`src/rtl/port_addr_decoder.sv`:
```
// -----------------------------------------------------------------------------
// port_addr_decoder
//   Decodes processor port_id accesses into registered one-hot read/write
//   selects for NPORT peripherals. It also returns the selected peripheral's
//   16-bit read word and keeps a sticky error flag for unmapped or conflicting
//   accesses.
//
// Parameters
//   AW     port_id width (4..16)
//   NPORT  number of decoded ports, a power of 2 (2..2^AW)
//   BASE   base address; only bits [AW-1:log2(NPORT)] take part in the match
//
// Ports
//   clk           in   system clock, rising edge
//   reset         in   asynchronous, active-high reset
//   port_id       in   [AW-1:0]       access address
//   read_strobe   in   single-cycle read request
//   write_strobe  in   single-cycle write request
//   rd_bus        in   [NPORT*16-1:0] peripheral read data, port k at [16k+15:16k]
//   err_clr       in   clears the sticky error and the hit counter
//   read          out  [NPORT-1:0]    registered one-hot read select
//   write         out  [NPORT-1:0]    registered one-hot write select
//   in_port       out  [15:0]         registered read data
//   err           out  sticky access-error flag
//   err_code      out  [1:0]          last error cause: 01 unmapped, 10 conflict
//   hit_cnt       out  [15:0]         saturating count of successful decodes
//                                     (present only with DECODE_CNT_EN)
//
// Configuration macro
//   DECODE_CNT_EN  adds the hit_cnt output and its counter.
// -----------------------------------------------------------------------------
module port_addr_decoder #(
  parameter int              AW    = 16,
  parameter int              NPORT = 16,
  parameter logic [AW-1:0]   BASE  = '0
) (
  input  logic                 clk,
  input  logic                 reset,
  input  logic [AW-1:0]        port_id,
  input  logic                 read_strobe,
  input  logic                 write_strobe,
  input  logic [NPORT*16-1:0]  rd_bus,
  input  logic                 err_clr,
  output logic [NPORT-1:0]     read,
  output logic [NPORT-1:0]     write,
  output logic [15:0]          in_port,
  output logic                 err,
  output logic [1:0]           err_code
`ifdef DECODE_CNT_EN
  ,
  output logic [15:0]          hit_cnt
`endif
);

  localparam int SEL_W = $clog2(NPORT);

  // Low address bits that select the port inside the window; everything
  // above them must match BASE. Built as a mask so the SEL_W == AW case
  // (whole address space is one window) needs no special slice.
  localparam logic [AW-1:0] LO_MASK = AW'((1 << SEL_W) - 1);

  typedef enum logic [1:0] {
    ERR_NONE     = 2'b00,
    ERR_UNMAPPED = 2'b01,
    ERR_CONFLICT = 2'b10
  } err_code_t;

  logic              hit;
  logic [SEL_W-1:0]  idx;
  logic              conflict;
  logic              miss;
  logic              rd_ok;
  logic              wr_ok;
  logic [NPORT-1:0]  sel_onehot;
  logic [15:0]       rd_word;

  // NOTE: every signal gets a default at the top of always_comb so no path
  // leaves it unassigned, which would otherwise infer a latch.
  always_comb begin
    sel_onehot = '0;
    hit        = ((port_id ^ BASE) & ~LO_MASK) == '0;
    idx        = port_id[SEL_W-1:0];
    conflict   = read_strobe & write_strobe;
    // Exactly one strobe is required before the address matters at all.
    miss       = (read_strobe ^ write_strobe) & ~hit;
    rd_ok      = hit & read_strobe & ~write_strobe;
    wr_ok      = hit & write_strobe & ~read_strobe;
    sel_onehot[idx] = 1'b1;
    rd_word    = rd_bus[{idx, 4'b0000} +: 16];
  end

  // NOTE: state registers use non-blocking assignments so every register
  // samples pre-edge values regardless of statement order.
  always_ff @(posedge clk or posedge reset) begin
    if (reset) begin
      read     <= '0;
      write    <= '0;
      in_port  <= '0;
      err      <= 1'b0;
      err_code <= ERR_NONE;
    end else begin
      // Selects are single-cycle pulses: anything but a clean hit clears them.
      read  <= rd_ok ? sel_onehot : '0;
      write <= wr_ok ? sel_onehot : '0;

      if (rd_ok) begin
        in_port <= rd_word;
      end

      // A new error takes priority over err_clr in the same cycle.
      if (conflict) begin
        err      <= 1'b1;
        err_code <= ERR_CONFLICT;
      end else if (miss) begin
        err      <= 1'b1;
        err_code <= ERR_UNMAPPED;
      end else if (err_clr) begin
        err      <= 1'b0;
        err_code <= ERR_NONE;
      end
    end
  end

`ifdef DECODE_CNT_EN
  // Counts successful decodes. A clear in the same cycle as a hit restarts
  // the count at 1, so that hit is not lost.
  always_ff @(posedge clk or posedge reset) begin
    if (reset) begin
      hit_cnt <= '0;
    end else if (err_clr) begin
      hit_cnt <= (rd_ok | wr_ok) ? 16'd1 : 16'd0;
    end else if ((rd_ok | wr_ok) && (hit_cnt != 16'hFFFF)) begin
      hit_cnt <= hit_cnt + 16'd1;
    end
  end
`endif

endmodule

```
`config.mk`:
```
export PLATFORM = sky130hd
export DESIGN_NAME = port_addr_decoder
export DESIGN_NICKNAME = d
export VERILOG_FILES = /design/src/rtl/port_addr_decoder.sv
export SDC_FILE = /design/constraint.sdc
export NUM_CORES = 1
export LEC_CHECK = 0
export ABC_AREA = 1
export CORE_AREA = 2 2 127 129
export DETAILED_ROUTE_END_ITERATION = 8
export DIE_AREA = 0 0 129 131
export DONT_BUFFER_PORTS = 1
export PLACE_DENSITY_LB_ADDON = 0.12
export REMOVE_ABC_BUFFERS = 1
export SLEW_MARGIN = 10
export SYNTH_ARGS = -nofsm -noshare
export SYNTH_HDL_FRONTEND = slang
export SYNTH_SLANG_ARGS = --single-unit
```
`constraint.sdc`:
```
create_clock -name clk -period 1.8 [get_ports clk]
set_input_delay 0.54 -clock clk [delete_from_list [all_inputs] [get_ports clk]]
set_output_delay 0.54 -clock clk [all_outputs]
set_load 0.05 [all_outputs]
```
; After elaboration in Yosys (flattened, before gate mapping)
; Index checks and enable logic that the tools add are counted.
[op_classes]
reduce_logical = 3
order_cmp = 2
muxes = 10
shift = 1
bitwise = 10
[op_table]
columns = operator, count
row1 = variable part select 256 x 9 -> 16 bit, 1
row2 = two-way mux 16 bit, 2
row3 = zero test 16 bit, 1
row4 = bitwise AND 1 bit, 6
row5 = two-way mux 2 bit, 3
row6 = "< comparator 4 x 5 -> 1 bit, second input constant", 1
row7 = demux 1 bit (select 4 bit), 1
row8 = "greater-or-equal comparator 4 x 1 -> 1 bit, second input constant", 1
row9 = two-way mux 1 bit, 4
row10 = inverter 1 bit, 3
row11 = nonzero test 3 bit, 1
row12 = logical AND 1 bit, 1
row13 = bitwise XOR 1 bit, 1
[totals]
inputBits = 277
reg_bits = 51
wordCells = 31
output_inout_bits = 51

; Logic depth before layout (Yosys ltp)
; Gate-level depths: netlist of run 1.
[logic_depth]
ltp_word = 5
depth_mapped = 12
depth_no_buf = 9

; Worst setup path after synthesis of run 1
; No wires, ideal clock.
[synth_timing]
kind = in2reg
startpoint = input port_id[1]
endpoint = register in_port[10]
setup_ps = 115
setup_slack_ps = 238
required_time_ps = 1685
t_arrival_ps = 1447
path_buffers = 2
stages = 10
cell_sequence = buf_4 nand2_4 clkinv_1 buf_6 nand2_1 nand3_1 nand2_1 nand2_1 nor2_1 nor2_1
[synth_between]
elab_chain_len = 1
[synth_rtl]
columns = element, line
row1 = start: declaration, 39  ; input logic [AW-1:0] port_id,
row2 = variable part select 256 x 9 -> 16 bit, 89  ; rd_word = rd_bus[{idx, 4'b0000} +: 16];
row3 = end signal: assignment, 107  ; in_port <= rd_word;
row4 = end: declaration, 46  ; output logic [15:0] in_port,
; No other way between the ends.
; A chain may end at the register's enable or synchronous reset.

; Worst setup path after layout of run 1
[layout_timing]
startpoint = register in_port[11]
endpoint = output in_port[11]
; No word-level cell between the ends.

==> results of run 1 <==
==> sequential cells by signal (all words and copies together) (netlist names) <==
signal and cells:
read 16, err 1, write 16, err_code 2
in_port 16
==> cell type report <==
class | instances | area share [%]
well taps | 216 | 5.32
inverters | 48 | 3.57
repair buffers | 21 | 4.58
multi-input cells | 751 | 58.0
flip-flops and latches | 51 | 25.1
clock inverters | 3 | 0.936
clock buffers | 5 | 2.46
==> final timing paths <==
check                                                to  slack [ns]
worst min register to register  err_code[0]$_DFFE_PP0P_        0.80
min in group clk                err_code[0]$_DFFE_PP0P_        0.43
max in group asynchronous             read[5]$_DFF_PP0_        1.21
worst min-delay path            in_port[15]$_DFFE_PP0P_        0.09
worst max register to register  in_port[14]$_DFFE_PP0P_        0.77
worst max-delay path                        in_port[11]        0.29
==> through the flow <==
stage,setup WS [ns],hold slack [ns]
6_report,0.288,0.0874
5_1_grt,0.242,0.100
4_1_cts,0.275,0.0947
3_5_place_dp,0.205,0.411
3_3_place_gp,0.220,0.408
2_1_floorplan,-0.408,0.699
==> logic make-up (layout without fill, tap and decap cells) <==
family	count (synthesis)	count (layout)	synth area share, %
flops	51	51	27.1
fa+ha+maj	1	1	0.266
buf+inv	97	77	10.3
compound gates	2	2	0.213
simple gates	748	748	62.1
==> routing by layer <==
metal | wire length [um] | global-route usage [%] | vias to the layer above
li1 | - | - | 2632
met1 | 6690 | 22.3 | 2155
met2 | 7820 | 32.0 | 189
met3 | 1010 | 3.34 | 12
met4 | 159 | 3.13 | 0
met5 | 0 | 0 | -
==> worst register-to-register path, cell delays in order, from the launching register on <==
cell and delay (ns):
dfrtp_1 0.68, inv_1 0.09, nand2_1 0.09, inv_1 0.04, nor2_1 0.08
==> cell usage in the layout, fill, tap and decap left out <==
master     netlist  layout
nor2_4           1       1
nand2_4          1       1
nor2_1          43      43
clkinv_4         0       1
buf_12           0       6
nand2_1        633     633
inv_1           41      39
bufinv_16        0       1
clkinv_2         0       1
dfrtp_1         51      51
clkbuf_16        0       5
and2_1           1       1
clkinv_1         3       3
buf_4           16      15
inv_6            0       1
inv_2            4       5
nand3_2          1       1
ha_1             1       1
nand4_1          1       1
a21oi_1          2       2
nor3_1          30      30
nor2_2           3       3
nand3_1         33      33
nand2_2          1       1
==> power by group <==
| group | internal [mW] | switching, mW |
|---|---|---|
| sequential | 1.15 | 0.0345 |
| clock | 0.664 | 0.449 |
| combinational | 0.239 | 0.396 |
==> flow_metrics.tcl, run 1 <==
set metrics [dict create \
    status "complete, no violations" \
    core-area_um2 15600 \
    io_pins 328 \
    endpoint_kind "primary output" \
    cts_setup_buffers 0 \
    clkLatencyLatePin_ns 0.29 \
    grt_pass1_wl_um 23500 \
    antenna_found_initial 0 \
    final_max_slew_viol_count 0 \
    num_rows 46 \
    slew_headroom_pct 64.3 \
    holdBufCountCts 0 \
    start_util_pct 30.2 \
    startpoint_type "flop" \
    synth_area_leader_cell "nand2_1" \
    clock.fmax_mhz 661 \
    critPathMaxFanout 2 \
    grt_max_degree 117 \
    synth_area_um2 4710 \
    final_net_count 1156 \
    clock_path_buffers 2 \
    ir_worst_vdd_v 0.000387 \
    yosysSeqAreaShare_pct 27.1 \
    drt-vias-per-instance 4.56 \
    synth_commonest_cells "633 x nand2_1, 51 x dfrtp_1, 43 x nor2_1, 41 x inv_1, 33 x nand3_1" \
    p_leak_nw 3.04 \
    drt-wirelength-per-cell_um 14.3 \
    setup_tns_ns 0 \
    synth.avg_cell_area_um2 5.24 \
    multi_input_area_um2 2950 \
    place.gp.congestion 0.746 \
    rr_worst_depth 4 \
    cp_num_cells 0 \
    finalPower_mw 2.93 \
    critPathArrivalTime_ns 0.97 \
    yosysWarnings 0 \
    dp.cells 1087 \
    seq_area_um2 1280 \
    async_flop_share_pct 100 \
    cts-root-buf "clkbuf_16" \
    cts_tree "built" \
    setup_viol 0 \
    final_cells 1095 \
    drtPass1Iterations 4 \
    hp-class "input pin to asynchronous set/reset pin" \
    routed-via-count 4988 \
    fin_util_pct 32.6 \
    finalInstanceArea_um2 5080 \
    path_class "flop to primary output" \
    synth_most_common_cell "nand2_1" \
    gr-usage-all-layers_pct 17.8 \
    drt-initial-drc-count 237 \
    rsz0062_at_grt "no" \
    die_h_um 131 \
    synth_edf_count 0 \
    dp.final_hpwl_um 12000 \
    grt_overflow 0 \
    synth_top_area_share_pct 50.5 \
    dieArea_um2 16900 \
    ys_types 22 \
    die-width_um 129 \
    cts_resized 0 \
    hold_viol_final 0 \
    r2r_start "in_port[14]$_DFFE_PP0P_" \
    postSynthCellCount 899 \
    fin_crit_sh_pct 84.0 \
    drtAntennaViolNets 0 \
    pwr_density_cell_nw_per_um2 578 \
    grt_pass1_vias 4576 \
    ys_seq_elements 51 \
    path_clk_slew_ns 0.07 \
    diodes 0 \
    layout_min_cycle_time_ns 1.51 \
    worstMarginPinSlew_ns 0.535 \
    synth_area_leaders "nand2_1 50%, dfrtp_1 27%, nand3_1 3.5%" \
    port_buffers 0 \
    htreeDepth 2 \
    wl_um 15700 \
    drive_above_1_share_pct 4.78 \
    drv_cap 0 \
    required_ns 1.26 \
    cts_buffers 5 \
    cts_sinks 51 \
    placed_cell_area_um2 4910 \
    startpoint "in_port[11]$_DFFE_PP0P_" \
    clock_skew_ns 0 \
    syn_to_final_growth_pct 7.87 \
    drc 0 \
    synth_flop_cell "dfrtp_1" \
    fillerInstances 1814 \
]
Note: power is estimated with default switching activity, not from simulation.
==> inputs of run 2 (changes only) <==
--- a/config.mk
+++ b/config.mk
@@ -5,10 +5,10 @@
 export SDC_FILE = /design/constraint.sdc
 export NUM_CORES = 1
 export LEC_CHECK = 0
-export ABC_AREA = 1
-export CORE_AREA = 2 2 127 129
+export ABC_AREA = 0
+export CORE_AREA = 2 2 126 128
 export DETAILED_ROUTE_END_ITERATION = 8
-export DIE_AREA = 0 0 129 131
+export DIE_AREA = 0 0 128 130
 export DONT_BUFFER_PORTS = 1
 export PLACE_DENSITY_LB_ADDON = 0.12
 export REMOVE_ABC_BUFFERS = 1
==> constraint.sdc (replaced) <==
create_clock -name clk -period 1.3 [get_ports clk]
set_input_delay 0.39 -clock clk [delete_from_list [all_inputs] [get_ports clk]]
set_output_delay 0.39 -clock clk [all_outputs]
set_load 0.05 [all_outputs]
==> run 2 against run 1 <==
  * The flow now finishes with violations (negative setup slack)
  * Global-route usage shrank 2.1 points
  * Critical path type is now input pin to flop
  * Critical endpoint is now in_port[1]$_DFFE_PP0P_
  * Clock power is 26% higher
  * Highest routed layer is now met5
  * Worst setup slack worse by 0.60 ns
  * Register-to-register slack got worse by 0.38 ns
  * Cell count fell by 55%
  * Largest cell class unchanged
  * Final area shrank 9.1%
  * Critical path depth up 6
==> flow_metrics.tcl, run 2 <==
set metrics [dict create \
    core-area_um2 15400 \
    cts-root-buf "clkbuf_16" \
    die-width_um 128 \
    status "complete, but fails checks" \
    ir_worst_vdd_v 0.000440 \
    syn_to_final_growth_pct 26.1 \
    drive_above_1_share_pct 64.2 \
    clkPwrFrac_pct 37.8 \
    drt-initial-drc-count 117 \
    fin_crit_sh_pct 124 \
    postSynthCellCount 276 \
    startpoint "port_id[10]" \
    num_rows 46 \
    power_switching_uw 909 \
    gr-usage-all-layers_pct 15.7 \
    holdBufCountCts 0 \
    place.gp.congestion 0.760 \
    endpoint_kind "flop" \
    worstMarginPinSlew_ns 0.539 \
    synth_top_area_share_pct 39.4 \
    cts_sinks 51 \
    critPathMaxStageDelay_ns 0.54 \
    required_ns 1.49 \
    drt-vias-per-instance 5.59 \
    routed-via-count 2765 \
    clkLatencyLatePin_ns 0.29 \
    wl_um 13800 \
    antenna_found_initial 8 \
    setup_tns_ns -11.36 \
    cts_buffers 5 \
    synth_area_leader_cell "mux4_2" \
    synth_most_common_cell "mux4_2" \
    crit_path_top_delay_cell "or4_4" \
    start_util_pct 23.7 \
    clock.fmax_mhz 621 \
    critPathMaxFanout 14 \
    synth_commonest_cells "64 x mux4_2, 51 x dfrtp_1, 49 x nor2_1" \
    cts_tree "built" \
    yosysWarnings 0 \
    final_max_slew_viol_count 0 \
    drv_cap 0 \
    finalInstanceArea_um2 4620 \
    violations "negative setup slack" \
    layout_common_cells "64 x mux4_2, 31 x buf_4, 30 x nor2_1" \
    critPathArrivalTime_ns 1.80 \
    fin_util_pct 29.9 \
    crit_chain "or4_4 > nor4_4 > buf_6 > buf_12 > nor2_1 > a221oi_1" \
    ys_types 26 \
    r2r_start "in_port[15]$_DFFE_PP0P_" \
    synth_area_um2 3660 \
    synth_area_leaders "mux4_2 39%, dfrtp_1 35%, nor2_1 5.0%" \
    final_common_cell "mux4_2" \
    dp.final_hpwl_um 10900 \
    synth_edf_count 0 \
    swShare_pct 24.5 \
    drtAntennaViolNets 0 \
    synth_flop_cell "dfrtp_1" \
    drt-wirelength-per-cell_um 27.9 \
    final_net_count 573 \
    slew_headroom_pct 64.1 \
    drc 0 \
    combinationalPowerShare_pct 18.0 \
    power_frac_seq_pct 44.2 \
    grt_pass1_wl_um 18900 \
    holdWs_ns 0.0260 \
    clock_skew_ns 0 \
    hold_viol_final 0 \
    port_buffers 0 \
    htreeDepth 2 \
    drtPass1Iterations 4 \
    grt_max_degree 69 \
    path_class "input pin to flop" \
    pwr_density_cell_nw_per_um2 803 \
    ys_seq_elements 51 \
    largestRegisters "in_port (16), read (16), write (16)" \
    p_leak_nw 1.80 \
    startpoint_type "input pin" \
    placed_cell_area_um2 4080 \
    synth.avg_cell_area_um2 13.3 \
    yosysSeqAreaShare_pct 34.8 \
    grt_overflow 0 \
    layout_min_cycle_time_ns 1.61 \
    clock_path_buffers 2 \
    internal-power_mw 2.80 \
    dieArea_um2 16600 \
    rsz0062_at_grt "yes" \
    grt_pass1_vias 2968 \
    die_h_um 130 \
    io_pins 328 \
    setup_viol 51 \
    path_clk_slew_ns 0.08 \
    setup_slack_ns -0.310 \
    hp-class "input pin to asynchronous set/reset pin" \
    async_flop_share_pct 100 \
]
-- run 2: changes by cell type after synthesis, sizes merged, moves of 24 or more --
cell   previous run  this run
inv              45         2
nand2           635         9
nor3             30         0
nand3            34         2
mux4              0        64
buf              43        19
-- run 2: cell families after synthesis --
group | count (synthesis) | share of synthesized area (%)
adder cells (fa/ha/maj) | 1 | 0.342
buffers and inverters | 32 | 4.13
AO/OA/AOI/OAI | 36 | 7.28
flip-flops | 51 | 34.8
multiplexers | 80 | 43.7
AND/OR/NAND/NOR | 76 | 9.67
-- run 2: final cells by class --
cell class,instances,area [um^2]
tap,192,240
clock inverter,2,16.3
fill,1585,10800
inverter,2,7.51
sequential,51,1310
timing repair buffer,42,408
antenna,7,17.5
multi-input combinational,193,2480
clock buffer,6,139
-- run 2: path summary, 6_finish.rpt --
path / slack, ns / to / cells after the start
worst max register to register: 0.39 / in_port[15]$_DFFE_PP0P_ / 3
max in group asynchronous: 1.02 / write[13]$_DFF_PP0_ / 2
worst min register to register: 0.60 / in_port[5]$_DFFE_PP0P_ / 2
min in group clk: 0.22 / read[7]$_DFF_PP0_ / 2
worst max-delay path: -0.31 / in_port[1]$_DFFE_PP0P_ / 6
worst min-delay path: 0.03 / write[8]$_DFF_PP0_ / 2
-- run 2: routing by layer --
metal  share of wire, %  vias to the layer above  GRT usage (%)
met5              0.094                        -              0
met4                1.5                        2           5.56
met3                9.0                       19           5.62
met2                 53                      178           27.2
met1                 37                     1411           17.9
li1                   -                     1155              -
-- run 2: repair_timing --
| item | 4_1_cts | 5_1_grt |
|---|---|---|
| endpoints found under the setup margin | 80 | 51 |
| hold endpoints to repair | 0 | 0 |
| gates resized for setup | 58 | 34 |
| cloned | 1 | 0 |
| pin swaps | 13 | 10 |
| setup buffers | 1 | 2 |
-- run 2: power by group through the flow --
stage	registers, mW	logic [mW]	clock network [mW]
final	1.64	0.667	1.40
after global routing	1.64	0.714	1.50
after CTS	1.64	0.650	1.46
after detailed placement	1.67	0.634	0
after global placement	1.67	0.638	0
after floorplan	1.67	0.511	0
-- run 2: per-stage QoR --
step                      power (mW)  setup WS [ns]  cells
final                           3.71         -0.310    495
after global routing            3.86         -0.360    494
after CTS                       3.75         -0.324    486
after detailed placement        2.30         -0.653    476
after global placement          2.31         -0.645    476
after floorplan                 2.19          -1.49    246
-- run 2: worst max-delay path: cells and delay by family --
kind / cells / cell delay (ns)
buf+inv: 2 / 0.30
compound gates: 1 / 0.20
simple gates: 3 / 0.89
